[src/rtl/pe_param_if.sv]
// Bundle of every north/west input and south/east output of one pe_param instance.
// Latency: none (wires only); the registering happens inside pe_param.
// Backpressure: none; the systolic array advances every cycle, valid bits qualify data.
//
// Port summary:
//   inputs  : pe_psum_in, pe_weight_in/_valid_in/_tag_in, pe_input_in, pe_valid_in,
//             pe_switch_in, pe_sat_clear_in
//   outputs : pe_psum_out/_valid_out, pe_weight_out/_valid_out/_tag_out, pe_input_out,
//             pe_valid_out, pe_switch_out, pe_shadow_full, pe_sat_flag
//   modports: slave  = the PE itself (consumes *_in, produces *_out)
//             master = whoever drives the PE (neighbour PE, array edge or bench)
interface pe_param_if #(
    parameter int DATA_WIDTH = 16,
    parameter int TAG_WIDTH  = 4
);
    // north / west side
    logic [DATA_WIDTH-1:0] pe_psum_in;
    logic [DATA_WIDTH-1:0] pe_weight_in;
    logic                  pe_weight_valid_in;
    logic [TAG_WIDTH-1:0]  pe_weight_tag_in;
    logic [DATA_WIDTH-1:0] pe_input_in;
    logic                  pe_valid_in;
    logic                  pe_switch_in;
    logic                  pe_sat_clear_in;

    // south / east side and status
    logic [DATA_WIDTH-1:0] pe_psum_out;
    logic                  pe_psum_valid_out;
    logic [DATA_WIDTH-1:0] pe_weight_out;
    logic                  pe_weight_valid_out;
    logic [TAG_WIDTH-1:0]  pe_weight_tag_out;
    logic [DATA_WIDTH-1:0] pe_input_out;
    logic                  pe_valid_out;
    logic                  pe_switch_out;
    logic                  pe_shadow_full;
    logic                  pe_sat_flag;

    modport slave (
        input  pe_psum_in,
        input  pe_weight_in,
        input  pe_weight_valid_in,
        input  pe_weight_tag_in,
        input  pe_input_in,
        input  pe_valid_in,
        input  pe_switch_in,
        input  pe_sat_clear_in,
        output pe_psum_out,
        output pe_psum_valid_out,
        output pe_weight_out,
        output pe_weight_valid_out,
        output pe_weight_tag_out,
        output pe_input_out,
        output pe_valid_out,
        output pe_switch_out,
        output pe_shadow_full,
        output pe_sat_flag
    );

    modport master (
        output pe_psum_in,
        output pe_weight_in,
        output pe_weight_valid_in,
        output pe_weight_tag_in,
        output pe_input_in,
        output pe_valid_in,
        output pe_switch_in,
        output pe_sat_clear_in,
        input  pe_psum_out,
        input  pe_psum_valid_out,
        input  pe_weight_out,
        input  pe_weight_valid_out,
        input  pe_weight_tag_out,
        input  pe_input_out,
        input  pe_valid_out,
        input  pe_switch_out,
        input  pe_shadow_full,
        input  pe_sat_flag
    );
endinterface

[src/rtl/pe_param.sv]
// Weight-stationary systolic PE: row-tagged double-buffered weight, saturating fixed-point MAC.
// Latency: every east/south output is registered, exactly 1 cycle after its input.
// Backpressure: none; data advances every cycle and valid bits mark the live beats.
//
// Port summary:
//   clk, rst : rising-edge clock, asynchronous active-high reset (released synchronously
//              by the surrounding reset tree)
//   pe       : pe_param_if.slave bundle -- psum/activation/control in from north/west,
//              psum south, activation/control east, weight chain north to south,
//              plus pe_shadow_full and the sticky pe_sat_flag status bits.
// The interface instance must be built with the same DATA_WIDTH/TAG_WIDTH as this module.
module pe_param #(
    parameter int DATA_WIDTH = 16,
    parameter int FRAC_BITS  = 8,
    parameter int TAG_WIDTH  = 4,
    parameter int ROW_ID     = 0
) (
    input  logic       clk,
    input  logic       rst,
    pe_param_if.slave  pe
);

    localparam int PROD_WIDTH = 2 * DATA_WIDTH;

    localparam logic [DATA_WIDTH-1:0] MAX_VAL = {1'b0, {(DATA_WIDTH-1){1'b1}}};
    localparam logic [DATA_WIDTH-1:0] MIN_VAL = {1'b1, {(DATA_WIDTH-1){1'b0}}};
    localparam logic [TAG_WIDTH-1:0]  ROW_TAG = TAG_WIDTH'(ROW_ID);

    // ------------------------------------------------------------------
    // Weight storage: active feeds the multiplier, shadow is loaded from
    // the north chain and promoted on a switch pulse.
    // ------------------------------------------------------------------
    logic [DATA_WIDTH-1:0] active_w;
    logic [DATA_WIDTH-1:0] shadow_w;
    logic                  shadow_full_q;
    logic                  sat_flag_q;

    logic                  capture;
    logic                  promote;

    // ------------------------------------------------------------------
    // MAC datapath
    // ------------------------------------------------------------------
    logic signed [PROD_WIDTH-1:0] product;
    logic signed [PROD_WIDTH-1:0] product_shr;
    logic [DATA_WIDTH:0]          prod_hi;
    logic                         prod_sat;
    logic [DATA_WIDTH-1:0]        prod_q;
    logic [DATA_WIDTH:0]          sum_ext;
    logic                         sum_sat;
    logic [DATA_WIDTH-1:0]        sum_q;
    logic                         mac_sat;

    assign capture = pe.pe_weight_valid_in && (pe.pe_weight_tag_in == ROW_TAG);
    // A switch with an empty shadow is a no-op for the active weight.
    assign promote = pe.pe_switch_in && shadow_full_q;

    always_comb begin
        // Both operands are sign-extended to the full product width before
        // multiplying so the product is exact.
        product     = PROD_WIDTH'($signed(pe.pe_input_in)) * PROD_WIDTH'($signed(active_w));
        // Arithmetic shift floors toward -inf, which is the rounding the
        // fixed-point format wants (no rounding bias correction).
        product_shr = product >>> FRAC_BITS;

        // The shifted product fits in DATA_WIDTH only if every bit from the
        // sign position of the narrow result upward is a copy of the MSB.
        prod_hi  = product_shr[PROD_WIDTH-1:DATA_WIDTH-1];
        prod_sat = !((&prod_hi) || (~|prod_hi));
        if (prod_sat) begin
            prod_q = product_shr[PROD_WIDTH-1] ? MIN_VAL : MAX_VAL;
        end else begin
            prod_q = product_shr[DATA_WIDTH-1:0];
        end

        // One guard bit is enough for the sum of two DATA_WIDTH values; the
        // result overflowed when the guard bit disagrees with the narrow MSB.
        sum_ext = {prod_q[DATA_WIDTH-1], prod_q} + {pe.pe_psum_in[DATA_WIDTH-1], pe.pe_psum_in};
        sum_sat = sum_ext[DATA_WIDTH] != sum_ext[DATA_WIDTH-1];
        if (sum_sat) begin
            sum_q = sum_ext[DATA_WIDTH] ? MIN_VAL : MAX_VAL;
        end else begin
            sum_q = sum_ext[DATA_WIDTH-1:0];
        end

        mac_sat = prod_sat || sum_sat;
    end

    // ------------------------------------------------------------------
    // Weight chain forwarding: every weight continues south, captured or not.
    // Invalid beats are zeroed so idle lanes stay quiet.
    // ------------------------------------------------------------------
    always_ff @(posedge clk or posedge rst) begin
        if (rst) begin
            pe.pe_weight_out       <= '0;
            pe.pe_weight_valid_out <= 1'b0;
            pe.pe_weight_tag_out   <= '0;
        end else begin
            pe.pe_weight_valid_out <= pe.pe_weight_valid_in;
            pe.pe_weight_out       <= pe.pe_weight_valid_in ? pe.pe_weight_in : '0;
            pe.pe_weight_tag_out   <= pe.pe_weight_valid_in ? pe.pe_weight_tag_in : '0;
        end
    end

    // ------------------------------------------------------------------
    // Double buffer. Promotion reads the old shadow, so a simultaneous
    // capture lands in the shadow while the previous shadow becomes active,
    // and the shadow stays full.
    // ------------------------------------------------------------------
    always_ff @(posedge clk or posedge rst) begin
        if (rst) begin
            active_w      <= '0;
            shadow_w      <= '0;
            shadow_full_q <= 1'b0;
        end else begin
            if (promote) begin
                active_w <= shadow_w;
            end
            if (capture) begin
                shadow_w      <= pe.pe_weight_in;
                shadow_full_q <= 1'b1;
            end else if (promote) begin
                shadow_full_q <= 1'b0;
            end
        end
    end

    // ------------------------------------------------------------------
    // MAC result and activation/control forwarding. The multiplier sees the
    // active weight from before this edge, so a switch in the same cycle only
    // affects later beats.
    // ------------------------------------------------------------------
    always_ff @(posedge clk or posedge rst) begin
        if (rst) begin
            pe.pe_psum_out       <= '0;
            pe.pe_psum_valid_out <= 1'b0;
            pe.pe_input_out      <= '0;
            pe.pe_valid_out      <= 1'b0;
            pe.pe_switch_out     <= 1'b0;
        end else begin
            pe.pe_switch_out <= pe.pe_switch_in;
            if (pe.pe_valid_in) begin
                pe.pe_psum_out       <= sum_q;
                pe.pe_psum_valid_out <= 1'b1;
                pe.pe_input_out      <= pe.pe_input_in;
                pe.pe_valid_out      <= 1'b1;
            end else begin
                pe.pe_psum_out       <= '0;
                pe.pe_psum_valid_out <= 1'b0;
                pe.pe_input_out      <= '0;
                pe.pe_valid_out      <= 1'b0;
            end
        end
    end

    // ------------------------------------------------------------------
    // Sticky saturation flag. A saturation in the same cycle as a clear
    // keeps the flag set so the event is never lost.
    // ------------------------------------------------------------------
    always_ff @(posedge clk or posedge rst) begin
        if (rst) begin
            sat_flag_q <= 1'b0;
        end else if (pe.pe_valid_in && mac_sat) begin
            sat_flag_q <= 1'b1;
        end else if (pe.pe_sat_clear_in) begin
            sat_flag_q <= 1'b0;
        end
    end

    assign pe.pe_shadow_full = shadow_full_q;
    assign pe.pe_sat_flag    = sat_flag_q;

endmodule
[src/flat_wrapper.sv]
// flat-port wrapper written by rule: the top's interface ports become plain ports
module pe_param_flat 
#(
    parameter int DATA_WIDTH = 16,
    parameter int FRAC_BITS  = 8,
    parameter int TAG_WIDTH  = 4,
    parameter int ROW_ID     = 0
)
  (clk, rst, pe_pe_psum_in, pe_pe_weight_in, pe_pe_weight_valid_in, pe_pe_weight_tag_in, pe_pe_input_in, pe_pe_valid_in, pe_pe_switch_in, pe_pe_sat_clear_in, pe_pe_psum_out, pe_pe_psum_valid_out, pe_pe_weight_out, pe_pe_weight_valid_out, pe_pe_weight_tag_out, pe_pe_input_out, pe_pe_valid_out, pe_pe_switch_out, pe_pe_shadow_full, pe_pe_sat_flag);
  pe_param_if #(.DATA_WIDTH(DATA_WIDTH), .TAG_WIDTH(TAG_WIDTH)) pe_i ();
  input  logic clk;
  input  logic rst;
  input wire logic [$bits(pe_i.pe_psum_in)-1:0] pe_pe_psum_in;
  input wire logic [$bits(pe_i.pe_weight_in)-1:0] pe_pe_weight_in;
  input wire logic [$bits(pe_i.pe_weight_valid_in)-1:0] pe_pe_weight_valid_in;
  input wire logic [$bits(pe_i.pe_weight_tag_in)-1:0] pe_pe_weight_tag_in;
  input wire logic [$bits(pe_i.pe_input_in)-1:0] pe_pe_input_in;
  input wire logic [$bits(pe_i.pe_valid_in)-1:0] pe_pe_valid_in;
  input wire logic [$bits(pe_i.pe_switch_in)-1:0] pe_pe_switch_in;
  input wire logic [$bits(pe_i.pe_sat_clear_in)-1:0] pe_pe_sat_clear_in;
  output wire logic [$bits(pe_i.pe_psum_out)-1:0] pe_pe_psum_out;
  output wire logic [$bits(pe_i.pe_psum_valid_out)-1:0] pe_pe_psum_valid_out;
  output wire logic [$bits(pe_i.pe_weight_out)-1:0] pe_pe_weight_out;
  output wire logic [$bits(pe_i.pe_weight_valid_out)-1:0] pe_pe_weight_valid_out;
  output wire logic [$bits(pe_i.pe_weight_tag_out)-1:0] pe_pe_weight_tag_out;
  output wire logic [$bits(pe_i.pe_input_out)-1:0] pe_pe_input_out;
  output wire logic [$bits(pe_i.pe_valid_out)-1:0] pe_pe_valid_out;
  output wire logic [$bits(pe_i.pe_switch_out)-1:0] pe_pe_switch_out;
  output wire logic [$bits(pe_i.pe_shadow_full)-1:0] pe_pe_shadow_full;
  output wire logic [$bits(pe_i.pe_sat_flag)-1:0] pe_pe_sat_flag;
  assign pe_i.pe_psum_in = pe_pe_psum_in;
  assign pe_i.pe_weight_in = pe_pe_weight_in;
  assign pe_i.pe_weight_valid_in = pe_pe_weight_valid_in;
  assign pe_i.pe_weight_tag_in = pe_pe_weight_tag_in;
  assign pe_i.pe_input_in = pe_pe_input_in;
  assign pe_i.pe_valid_in = pe_pe_valid_in;
  assign pe_i.pe_switch_in = pe_pe_switch_in;
  assign pe_i.pe_sat_clear_in = pe_pe_sat_clear_in;
  assign pe_pe_psum_out = pe_i.pe_psum_out;
  assign pe_pe_psum_valid_out = pe_i.pe_psum_valid_out;
  assign pe_pe_weight_out = pe_i.pe_weight_out;
  assign pe_pe_weight_valid_out = pe_i.pe_weight_valid_out;
  assign pe_pe_weight_tag_out = pe_i.pe_weight_tag_out;
  assign pe_pe_input_out = pe_i.pe_input_out;
  assign pe_pe_valid_out = pe_i.pe_valid_out;
  assign pe_pe_switch_out = pe_i.pe_switch_out;
  assign pe_pe_shadow_full = pe_i.pe_shadow_full;
  assign pe_pe_sat_flag = pe_i.pe_sat_flag;
  pe_param #(.DATA_WIDTH(DATA_WIDTH), .FRAC_BITS(FRAC_BITS), .TAG_WIDTH(TAG_WIDTH), .ROW_ID(ROW_ID)) u_core (.clk(clk), .rst(rst), .pe(pe_i));
endmodule
[config.mk]
export PLATFORM = sky130hd
export DESIGN_NAME = pe_param_flat
export DESIGN_NICKNAME = d
export VERILOG_FILES = /design/src/rtl/pe_param_if.sv /design/src/rtl/pe_param.sv /design/src/flat_wrapper.sv
export SDC_FILE = /design/constraint.sdc
export NUM_CORES = 1
export LEC_CHECK = 0
export ABC_AREA = 0
export BUFFER_PORTS_ARGS = -buffer_cell sky130_fd_sc_hd__buf_2
export CORE_MARGIN = 3
export CORE_UTILIZATION = 52
export DETAILED_ROUTE_END_ITERATION = 8
export PLACE_DENSITY = 0.72
export SYNTH_ARGS = -nofsm -noshare
export SYNTH_HDL_FRONTEND = slang
export SYNTH_SLANG_ARGS = --single-unit
[constraint.sdc]
create_clock -name clk -period 9.47 [get_ports clk]
set_input_delay 2.3675 -clock clk [delete_from_list [all_inputs] [get_ports clk]]
set_output_delay 2.3675 -clock clk [all_outputs]
set_load 0.03 [all_outputs]
# Word-level counts from Yosys, hierarchy flattened
# Cells that the tools add are included.
# word_totals
regBits	89
input_bits	58
out_inout_bits	58
elab_cells	39
# op_classes
add_sub_neg	1
n_mul	1
eq_ne	1
muxes	13
reduce_logical	12
# ops
op	count
$mux W16	7
$mul A16 B16 Y32	1
$add A16 B16 Y17	1
$reduce_and A9 Y1	1
$reduce_or A9 Y1	1
$mux W1	5
$logic_not A4 Y1	1
$mux W4	1
$reduce_bool A2 Y1	2
$logic_and A1 B1 Y1	3
$logic_not A1 Y1	2
$logic_or A1 B1 Y1	2
$ne A1 B1 Y1	1

# Depth between registers and ports, before layout
# Gate-level depths: netlist (run 1).
# depth
word_depth	10
ltp_mapped	41
ltp_nobuf	38

# Least setup slack after synthesis (run 1)
# OpenSTA, ideal clock, no wires.
# synth_timing
path_type	input to register
start	in pe_pe_input_in[15]
end	reg u_core.pe.pe_psum_out[10]
setup_ns	0.065
t_arrival_ns	11.602
required_time_ns	9.405
path_slack_ns	-2.197
path_stages	38
cell_sequence	clkbuf_1 > nand2_1 > inv_1 > fa_1 > inv_1 > fa_1 > inv_1 > fa_1 > fa_1 > fa_1 > inv_1 > fa_1 > inv_1 > ha_1 > nand2_1 > o21ai_0 > nor2_1 > a21oi_1 > [... 2 more ...] > or4_1 > or4b_4 > nor2b_4 > buf_6 > buf_8 > a21o_1 > ha_1 > a211oi_1 > nor2_1 > o2111a_1 > o221ai_1 > nor2_1 > a211oi_1 > o21ai_0 > xnor2_1 > o21a_1 > clkbuf_1 > o21a_1
# synth_between
elab_chain_cells	9
# synth_rtl
item	line_no	text
start, declared	flat_wrapper.sv:17	input wire logic [$bits(pe_i.pe_input_in)-1:0] pe_pe_input_in;
$mul A16 B16 Y32 *	pe_param.sv:61	product = PROD_WIDTH'($signed(pe.pe_input_in)) * PROD_WIDTH'($signed(active_w));
$reduce_or A9 Y1	pe_param.sv:69	prod_sat = !((&prod_hi) || (~|prod_hi));
$logic_not A1 Y1	pe_param.sv:69	
$logic_or A1 B1 Y1	pe_param.sv:69	
$mux W16 *	pe_param.sv:70	if (prod_sat) begin
$add A16 B16 Y17 *	pe_param.sv:78	sum_ext = {prod_q[DATA_WIDTH-1], prod_q} + {pe.pe_psum_in[DATA_WIDTH-1], pe.pe_psum_in};
$mux W16 or $ne A1 B1 Y1 (tied branches)	pe_param.sv:81, pe_param.sv:79	
$mux W16 *	pe_param.sv:80	if (sum_sat) begin
$mux W16 *	pe_param.sv:142	if (pe.pe_valid_in) begin
end signal, assigned	pe_param.sv:143	pe.pe_psum_out <= sum_q;
end, declared	pe_param_if.sv:47	output pe_psum_out,
# Mark *: on every way between the ends. The rest lies on a longest branch, timed or not.
# A chain may end at the register's enable or synchronous reset.

# Worst setup path in the final report (run 1)
# layout_timing
start	in pe_pe_input_in[9]
end	reg u_core.pe.pe_psum_out[1]
# Same word-level chain as after synthesis.

==> qor.yml, run 1 <==
outcome:
  run_status: "finished, violations left"
  violations: "setup timing"
die:
  dieHeight_um: 168
  die_w_um: 168
  standard_cell_rows: 58
  fp.coreArea_sq_mm: 0.0255
  boundaryPins: 116
  dieArea_sq_mm: 0.0283
  effective_utilization_at_floorplan_pct: 53.5
placement:
  place.detailed.hpwl_mm: 28.3
  weighted_congestion_at_the_end_of_routability_driven_global_placement: 0.912
  port-buffer-count: 115
finish:
  num-nets-final: 2118
  proportion_of_layout_cells_with_a_drive_suffix_above_1_pct: 30.2
  area_growth_syn_to_layout_pct: 26.9
  antennaDiodeCount: 0
  n_fill_cell: 1934
worst_setup_path:
  worst_ep_arrival_time_ns: 10.96
  timing.critical_path.slowest_cell_delay_ns: 0.54
  timing.critical_path.buf_inv: 7
  criticalPathCategory: "in -> reg"
  cp.required_ns: 9.71
  critPathCaptureType: "flop"
  rr_endpoint: "u_core.pe.pe_psum_out[1]"
  rr_startpoint: "u_core.active_w[12]"
  critical_path.top_delay_family: "adder cells"
  setup.reg_to_reg.worst_slack_ns: 0.01
  path_common_cell: "fa_1"
  worstSetupStartpointType: "input pin"
  critPathMaxFanout: 8
  reg2regPathDepth: 36
  critPathSlowestCell: "or4b_4"
timing:
  setup_tns_ns: -20.25
  fin_crit_ns: 10.71
  total_count_of_hold_check_failures_in_the_final_report: 0
  setup_repair_after_global_routing_missed_its_margin: "yes"
  relSlewSlack_pct: 38.2
  timing.hold.ws_ns: 0.503
  timing.final.max_slew_violations: 0
  actual_transition_at_the_worst_max_transition_pin_ns: 0.927
  finalClockSkew_ns: 0.0116
  maxClockFrequency_ghz: 0.0933
  final_min_period_over_clock_period_pct: 113
  finalWorstSetupSlack_ns: -1.24
  final-setup-viol-count: 17
routing:
  vias_per_cell: 5.16
  drc: 0
  firstDrtPassIters: 5
  via_count: 10500
  wirelength_mm: 35.5
  routed_wire_length_per_instance_um: 17.4
  route.antenna.remaining_nets: 0
  detailedRoute.firstIterationViolations: 577
cts:
  cts.clk_slew.worst_paths_ns: 0.08
  tritoncts_clock_tree: "built"
  cts_buffers: 9
  cts.sinks: 89
  h-tree-depth: 3
  worstSkewPairLatency_ns: 0.36
  clock_path_buffers: 2
  clockRootBuffer: "clkbuf_16"
synth:
  ys_dominant_reg_cell: "dfrtp_1"
  netlist-cell-type-count: 58
  synthesis.instances: 1392
  syn_nets: 1808
  ys_top_cells_by_area: "fa_1 38%, dfrtp_1 16%, ha_1 8.8%"
  post-synth-top-area-cell: "fa_1"
  number_of_enable_flip_flop_cells_after_synthesis: 0
  yosysTopAreaCellShare_pct: 38.4
  synthesis.area_per_instance_sq_um: 9.82
  post-synth-top-count-cell: "inv_1"
  yosys_register_bits: 89
  synth_sequential_area_ratio_pct: 16.3
  synthesis.area_sq_mm: 0.0137
  yosys_warnings: 0
  asyncSetResetFlopFracSynth_pct: 100
  post_synth_most_frequent_cells: "302 x inv_1, 262 x fa_1, 154 x and2_1"
grt:
  grt_pass1_wl_mm: 58.6
  grt_overflow_total: 0
  first_global_vias: 11600
  grt_start_max_net_pins: 66
  gr_usage_total_pct: 25.9
  grt_antenna_before_repair: 0
job:
  drv.max_cap_violation_count: 0
worst_hold_path:
  min_path_type: "reg -> reg"
  worstHoldEndpoint: "u_core.active_w[2]"
  worstHoldStart: "u_core.shadow_w[2]"
  hold_path_depth: 1
worst max-delay path by stage:
| stage | depth (start not counted) | endpoint | slack (ns) | start |
|---|---|---|---|---|
| after floorplan | 35 | u_core.pe.pe_psum_out[10] | -1.21 | pe_pe_input_in[15] |
| after global placement | 37 | u_core.pe.pe_psum_out[1] | -1.66 | pe_pe_input_in[15] |
| after detailed placement | 37 | u_core.pe.pe_psum_out[1] | -1.77 | pe_pe_input_in[15] |
| after CTS | 34 | u_core.pe.pe_psum_out[1] | -1.16 | pe_pe_input_in[9] |
| after global routing | 38 | u_core.pe.pe_psum_out[1] | -1.55 | pe_pe_input_in[8] |
| final | 37 | u_core.pe.pe_psum_out[1] | -1.24 | pe_pe_input_in[9] |
sequential cells by signal, indices dropped and copies added (netlist names):
name	cells
u_core.pe.pe_switch_out	1
u_core.pe.pe_psum_out	16
u_core.active_w	16
u_core.pe.pe_weight_valid_out	1
u_core.pe.pe_sat_flag	1
u_core.shadow_w	16
u_core.pe.pe_weight_out	16
u_core.pe.pe_input_out	16
u_core.pe.pe_weight_tag_out	4
u_core.pe.pe_psum_valid_out	1
u_core.pe.pe_shadow_full	1
per-layer routing:
layer / GRT usage [%] / vias to the layer above / routed length (um) / share of wire, %
met1: 35.2 / 5328 / 15000 / 42
met5: 0 / - / 0 / 0
met3: 3.76 / 52 / 1800 / 5.1
met2: 44.8 / 302 / 18100 / 51
li1: - / 4835 / - / -
met4: 5.51 / 0 / 605 / 1.7
metrics by stage:
step	utilization [%]	area, sq um	std cells	setup slack [ns]
after floorplan	-	14100	1392	-1.21
after global placement	63.6	16200	1980	-1.66
after detailed placement	63.6	16200	1980	-1.77
after CTS	66.8	17100	2024	-1.16
after global routing	67.9	17400	2037	-1.55
final	67.9	17400	2037	-1.24
worst register-to-register path, delay by kind of cell (launching register included):
kind | cells | cell delay, ns
adders and majority gates | 9 | 3.67
and+or+nand+nor | 9 | 2.00
AOI/OAI and AO/OA | 11 | 1.92
DFF | 1 | 0.95
buffers and inverters | 6 | 0.51
muxes | 1 | 0.31
cells by family (layout without fill, tap and decap cells):
logic type	count (synthesis)	in the layout	share of synthesized area, %
and+or+nand+nor	383	384	14.4
adders and majority gates	358	358	47.1
buffers and inverters	347	661	9.72
AOI/OAI and AO/OA	135	135	6.73
DFF	89	89	16.3
xor gates and xnor gates	47	47	3.01
muxes	33	33	2.74
layout by cell type, fill, tap and decap left out, types with 19 or more instances in the layout:
cell	count
nand2_1	138
xnor2_1	33
ha_1	76
a21oi_1	25
and2_1	149
inv_1	291
nor2_1	30
dfrtp_1	89
fa_1	246
buf_2	104
o21a_1	19
mux2_2	32
buf_4	211
final cells by class:
| class | instances | area [sq um] | area share [%] |
|---|---|---|---|
| tap | 330 | 413 | 2.38 |
| inverter | 302 | 1140 | 6.56 |
| clock buffer | 9 | 225 | 1.30 |
| timing repair buffer | 343 | 2510 | 14.5 |
| sequential | 89 | 2230 | 12.8 |
| multi-input combinational | 957 | 10800 | 62.1 |
| clock inverter | 7 | 72.6 | 0.418 |
what timing repair did:
action                                 in CTS  in global routing
gates cloned                                3                  1
gates resized for setup                    64                 41
setup buffers                              27                 14
pin swaps                                  24                 26
setup endpoints to repair                  17                 17
endpoints found under the hold margin       0                  0
hold buffers                                0                  0
Power of run 1 is not shown: default switching activity piles up to over one toggle a cycle in this logic, so the estimate is an artifact.
==> run 2: changes to the inputs <==
- PLACE_DENSITY: 0.72 -> 0.74
==> qor.yml, run 2 (synthesis gave the netlist of run 1 again) <==
finish:
  mostFrequentLayoutCells: "291 x inv_1, 248 x fa_1, 203 x buf_4"
  area_growth_syn_to_layout_pct: 24.6
  layout_commonest_cell: "inv_1"
  final_util_pct: 66.7
  proportion_of_layout_cells_with_a_drive_suffix_above_1_pct: 29.0
  num-nets-final: 2098
  antennaDiodeCount: 0
cts:
  cts_buffers: 9
  clock_path_buffers: 2
  cts.clk_slew.worst_paths_ns: 0.07
  worstSkewPairLatency_ns: 0.36
  cts.sinks: 89
  tritoncts_clock_tree: "built"
  h-tree-depth: 3
  clockRootBuffer: "clkbuf_16"
grt:
  grt_pass1_wl_mm: 57.3
  grt_antenna_before_repair: 0
  first_global_vias: 11600
  grt_overflow_total: 0
  gr_usage_total_pct: 25.2
  grt_start_max_net_pins: 68
die:
  standard_cell_rows: 58
  dieArea_sq_mm: 0.0283
  dieHeight_um: 168
  fp.coreArea_sq_mm: 0.0255
  die_w_um: 168
  boundaryPins: 116
  effective_utilization_at_floorplan_pct: 53.5
worst_setup_path:
  criticalPathCategory: "in -> reg"
  reg2regPathDepth: 34
  worstSetupStartpointType: "input pin"
  worst_ep_arrival_time_ns: 10.93
  critical_path.top_delay_family: "adder cells"
  critPathMaxFanout: 15
  timing.critical_path.slowest_cell_delay_ns: 0.56
  critPathCaptureType: "flop"
  timing.critical_path.buf_inv: 7
  setup.reg_to_reg.worst_slack_ns: 0.15
  cp.required_ns: 9.71
  path_common_cell: "fa_1"
  rr_startpoint: "u_core.active_w[12]"
  critPathSlowestCell: "fa_1"
  rr_endpoint: "u_core.pe.pe_psum_out[0]"
routing:
  route.antenna.remaining_nets: 0
  routed_wire_length_per_instance_um: 16.7
  drc: 0
  detailedRoute.firstIterationViolations: 543
  vias_per_cell: 5.15
  via_count: 10400
  firstDrtPassIters: 4
  wirelength_mm: 33.8
timing:
  setup_repair_after_global_routing_missed_its_margin: "yes"
  finalClockSkew_ns: 0.0113
  fin_crit_ns: 10.69
  final_min_period_over_clock_period_pct: 113
  relSlewSlack_pct: 40.4
  maxClockFrequency_ghz: 0.0935
  finalWorstSetupSlack_ns: -1.22
  timing.final.max_slew_violations: 0
  total_count_of_hold_check_failures_in_the_final_report: 0
  actual_transition_at_the_worst_max_transition_pin_ns: 0.893
  final-setup-viol-count: 17
placement:
  place.detailed.hpwl_mm: 28.3
  weighted_congestion_at_the_end_of_routability_driven_global_placement: 0.930
  port-buffer-count: 115
outcome:
  violations: "setup timing"
  run_status: "finished, violations left"
job:
  drv.max_cap_violation_count: 0
worst_hold_path:
  hold_path_depth: 1
  worstHoldEndpoint: "u_core.active_w[13]"
  min_path_type: "reg -> reg"
  worstHoldStart: "u_core.shadow_w[13]"
run 2: changes by cell type in the layout (fill, tap and decap cells not counted), moves of 3 or more:
cell,delta
buf_6,-9
buf_4,-8
and2_1,+3
and2_4,-3
ha_4,-3
run 2: routing by layer:
layer  up-vias  part of all wire [%]  global-route usage (%)
met5         -                     0                       0
met4         0                   2.7                    7.22
met3        67                   5.7                    4.30
met2       303                    49                    42.8
met1      5219                    42                    33.5
li1       4792                     -                       -
run 2: stage by stage:
step | hold WS [ns] | cell area [sq um] | setup slack [ns] | instances | setup TNS, ns
after floorplan | 0.475 | 14100 | -1.21 | 1392 | -19.14
after global placement | 0.482 | 16300 | -1.61 | 1982 | -26.61
after detailed placement | 0.492 | 16300 | -1.75 | 1982 | -28.95
after CTS | 0.510 | 16800 | -1.18 | 2006 | -18.73
final | 0.509 | 17000 | -1.22 | 2017 | -19.58
after global routing | 0.533 | 17000 | -1.49 | 2017 | -24.07
run 2: worst max path at each step:
stage,from,end,cells after the start
after global routing,pe_pe_input_in[8],u_core.pe.pe_psum_out[0],37
after global placement,pe_pe_input_in[15],u_core.pe.pe_psum_out[1],37
after floorplan,pe_pe_input_in[15],u_core.pe.pe_psum_out[10],35
final,pe_pe_input_in[9],u_core.pe.pe_psum_out[0],36
after CTS,pe_pe_input_in[9],u_core.pe.pe_psum_out[1],36
after detailed placement,pe_pe_input_in[9],u_core.pe.pe_psum_out[1],37
run 2: final cells by class:
type,instances,area (sq um)
Multi-Input combinational cell,957,10700
Fill cell,1981,8510
Timing Repair Buffer,323,2250
Sequential cell,89,2230
Inverter,302,1140
Tap cell,330,413
Clock buffer,9,225
Clock inverter,7,63.8
run 2: repair_timing:
item                                    4_1_cts  5_1_grt
hold buffers                                  0        0
pin swaps                                    25       31
cloned                                        1        0
endpoints found under the setup margin       17       17
buffers inserted                              7       11
gates resized for setup                      39       41
run 2: worst reg2reg max path: cells and delay by family, from the launching register on:
kind | cells | cell delay [ns]
flip-flops | 1 | 0.93
AO/OA/AOI/OAI | 10 | 1.95
AND/OR/NAND/NOR | 10 | 1.96
multiplexers | 1 | 0.30
adder cells (fa/ha/maj) | 8 | 3.57
buffers and inverters | 5 | 0.49
Power of run 2 is left out for the same reason.
==> run 3: changes to the inputs <==
==> constraint.sdc (replaced) <==
create_clock -name clk -period 9.47 [get_ports clk]
set_input_delay 0.4735 -clock clk [delete_from_list [all_inputs] [get_ports clk]]
set_output_delay 0.4735 -clock clk [all_outputs]
set_load 0.03 [all_outputs]
==> qor.yml, run 3 (synthesis gave the netlist of run 1 again) <==
die:
  effective_utilization_at_floorplan_pct: 53.5
  dieArea_sq_mm: 0.0283
  standard_cell_rows: 58
  dieHeight_um: 168
  boundaryPins: 116
  fp.coreArea_sq_mm: 0.0255
  die_w_um: 168
routing:
  drc: 0
  via_count: 10200
  routed_wire_length_per_instance_um: 16.7
  wirelength_mm: 32.3
  route.antenna.remaining_nets: 0
  detailedRoute.firstIterationViolations: 518
  firstDrtPassIters: 5
  vias_per_cell: 5.24
outcome:
  run_status: "completed"
timing:
  final-setup-viol-count: 0
  relSlewSlack_pct: 41.4
  timing.final.max_slew_violations: 0
  fin_crit_ns: 9.27
  final_min_period_over_clock_period_pct: 97.9
  total_count_of_hold_check_failures_in_the_final_report: 0
  timing.hold.ws_ns: 0.0728
  maxClockFrequency_ghz: 0.108
  actual_transition_at_the_worst_max_transition_pin_ns: 0.879
  setup_tns_ns: 0
  finalClockSkew_ns: 0.00528
placement:
  place.detailed.hpwl_mm: 27.4
  port-buffer-count: 115
  weighted_congestion_at_the_end_of_routability_driven_global_placement: 0.895
worst_setup_path:
  critPathMaxFanout: 8
  reg2regPathDepth: 39
  worstSetupStartpointType: "flop"
  rr_startpoint: "u_core.active_w[1]"
  worst_ep_arrival_time_ns: 9.51
  timing.critical_path.to: "u_core.pe.pe_psum_out[13]"
  cp.required_ns: 9.71
  criticalPathCategory: "reg -> reg"
  rr_endpoint: "u_core.pe.pe_psum_out[13]"
  path_common_cell: "inv_1"
  setup.reg_to_reg.worst_slack_ns: 0.20
  critPathCaptureType: "flop"
  critPathSlowestCell: "fa_2"
  crit_start: "u_core.active_w[1]"
  timing.critical_path.slowest_cell_delay_ns: 0.63
finish:
  antennaDiodeCount: 0
  n_fill_cell: 2049
  layout_commonest_cell: "inv_1"
  final_util_pct: 62.9
  area_growth_syn_to_layout_pct: 17.6
  proportion_of_layout_cells_with_a_drive_suffix_above_1_pct: 22.9
  num-nets-final: 2021
  mostFrequentLayoutCells: "297 x inv_1, 259 x fa_1, 154 x and2_1"
grt:
  grt_antenna_before_repair: 1
  grt_overflow_total: 0
  first_global_vias: 11200
  grt_pass1_wl_mm: 54.0
  grt_start_max_net_pins: 73
  gr_usage_total_pct: 23.5
cts:
  cts_buffers: 9
  clockRootBuffer: "clkbuf_16"
  clock_path_buffers: 2
  h-tree-depth: 3
  cts.clk_slew.worst_paths_ns: 0.07
  tritoncts_clock_tree: "built"
  worstSkewPairLatency_ns: 0.35
  cts.sinks: 89
job:
  drv.max_cap_violation_count: 0
worst_hold_path:
  min_path_type: "in -> async"
-- run 3: cell count changes in the layout (fill, tap and decap cells not counted), sizes merged --
| cell | delta |
|---|---|
| buf | -74 |
| clkbuf | -2 |
| clkinv | -2 |
| clkinvlp | +2 |
| inv | -1 |
| nor2b | -1 |
| o21a | +1 |
-- run 3: layout make-up --
cell class / count / area (sq um) / share of cell area [%]
inverters: 302 / 1130 / 7.06
multi-input cells: 957 / 10400 / 64.6
clock buffers: 10 / 229 / 1.42
repair buffers: 246 / 1630 / 10.1
clock inverters: 6 / 51.3 / 0.319
flip-flops and latches: 89 / 2240 / 13.9
well taps: 330 / 413 / 2.57
-- run 3: through the flow --
step	worst slack [ns]	instance area (sq um)	cells
after floorplan	0.0221	13700	1392
after global placement	-0.233	15400	1907
after detailed placement	-0.481	15400	1907
after CTS	-0.00391	15700	1924
after global routing	-0.142	16100	1940
final	0.197	16100	1940
-- run 3: what timing repair did --
action / 4_1_cts / 5_1_grt
setup endpoints to repair: 16 / 17
hold buffers: 0 / 0
gates resized for setup: 7 / 61
gates cloned: 1 / 1
buffers inserted: 0 / 15
pin swaps: 1 / 22
-- run 3: how the worst min path moves through the flow --
stage | slack (ns) | cells after the start | start | end
CTS | 0.08 | 2 | rst | u_core.pe.pe_psum_out[3]
global route | 0.1 | 2 | rst | u_core.pe.pe_psum_out[3]
floorplan | 0.47 | 1 | u_core.shadow_w[10] | u_core.active_w[10]
detailed placement | 0.45 | 2 | rst | u_core.pe.pe_psum_out[1]
finish | 0.07 | 2 | rst | u_core.pe.pe_psum_out[3]
global placement | 0.44 | 2 | rst | u_core.pe.pe_psum_out[2]
-- run 3: per-layer routing --
layer | GRT usage (%) | wire length [um] | up-vias
li1 | - | - | 4635
met1 | 30.4 | 12800 | 5192
met2 | 41.9 | 17100 | 267
met3 | 2.35 | 1580 | 60
met4 | 7.33 | 833 | 2
met5 | 0 | 7 | -
-- run 3: critical path, delay by kind of cell, from the launching register on --
kind                       cells  cell delay, ns
AOI/OAI and AO/OA             13            2.33
DFF                            1            0.47
adders and majority gates      9            3.86
buffers and inverters         10            1.00
and+or+nand+nor                6            1.38
xor gates and xnor gates       1            0.11
Power of run 3 is left out for the same reason.
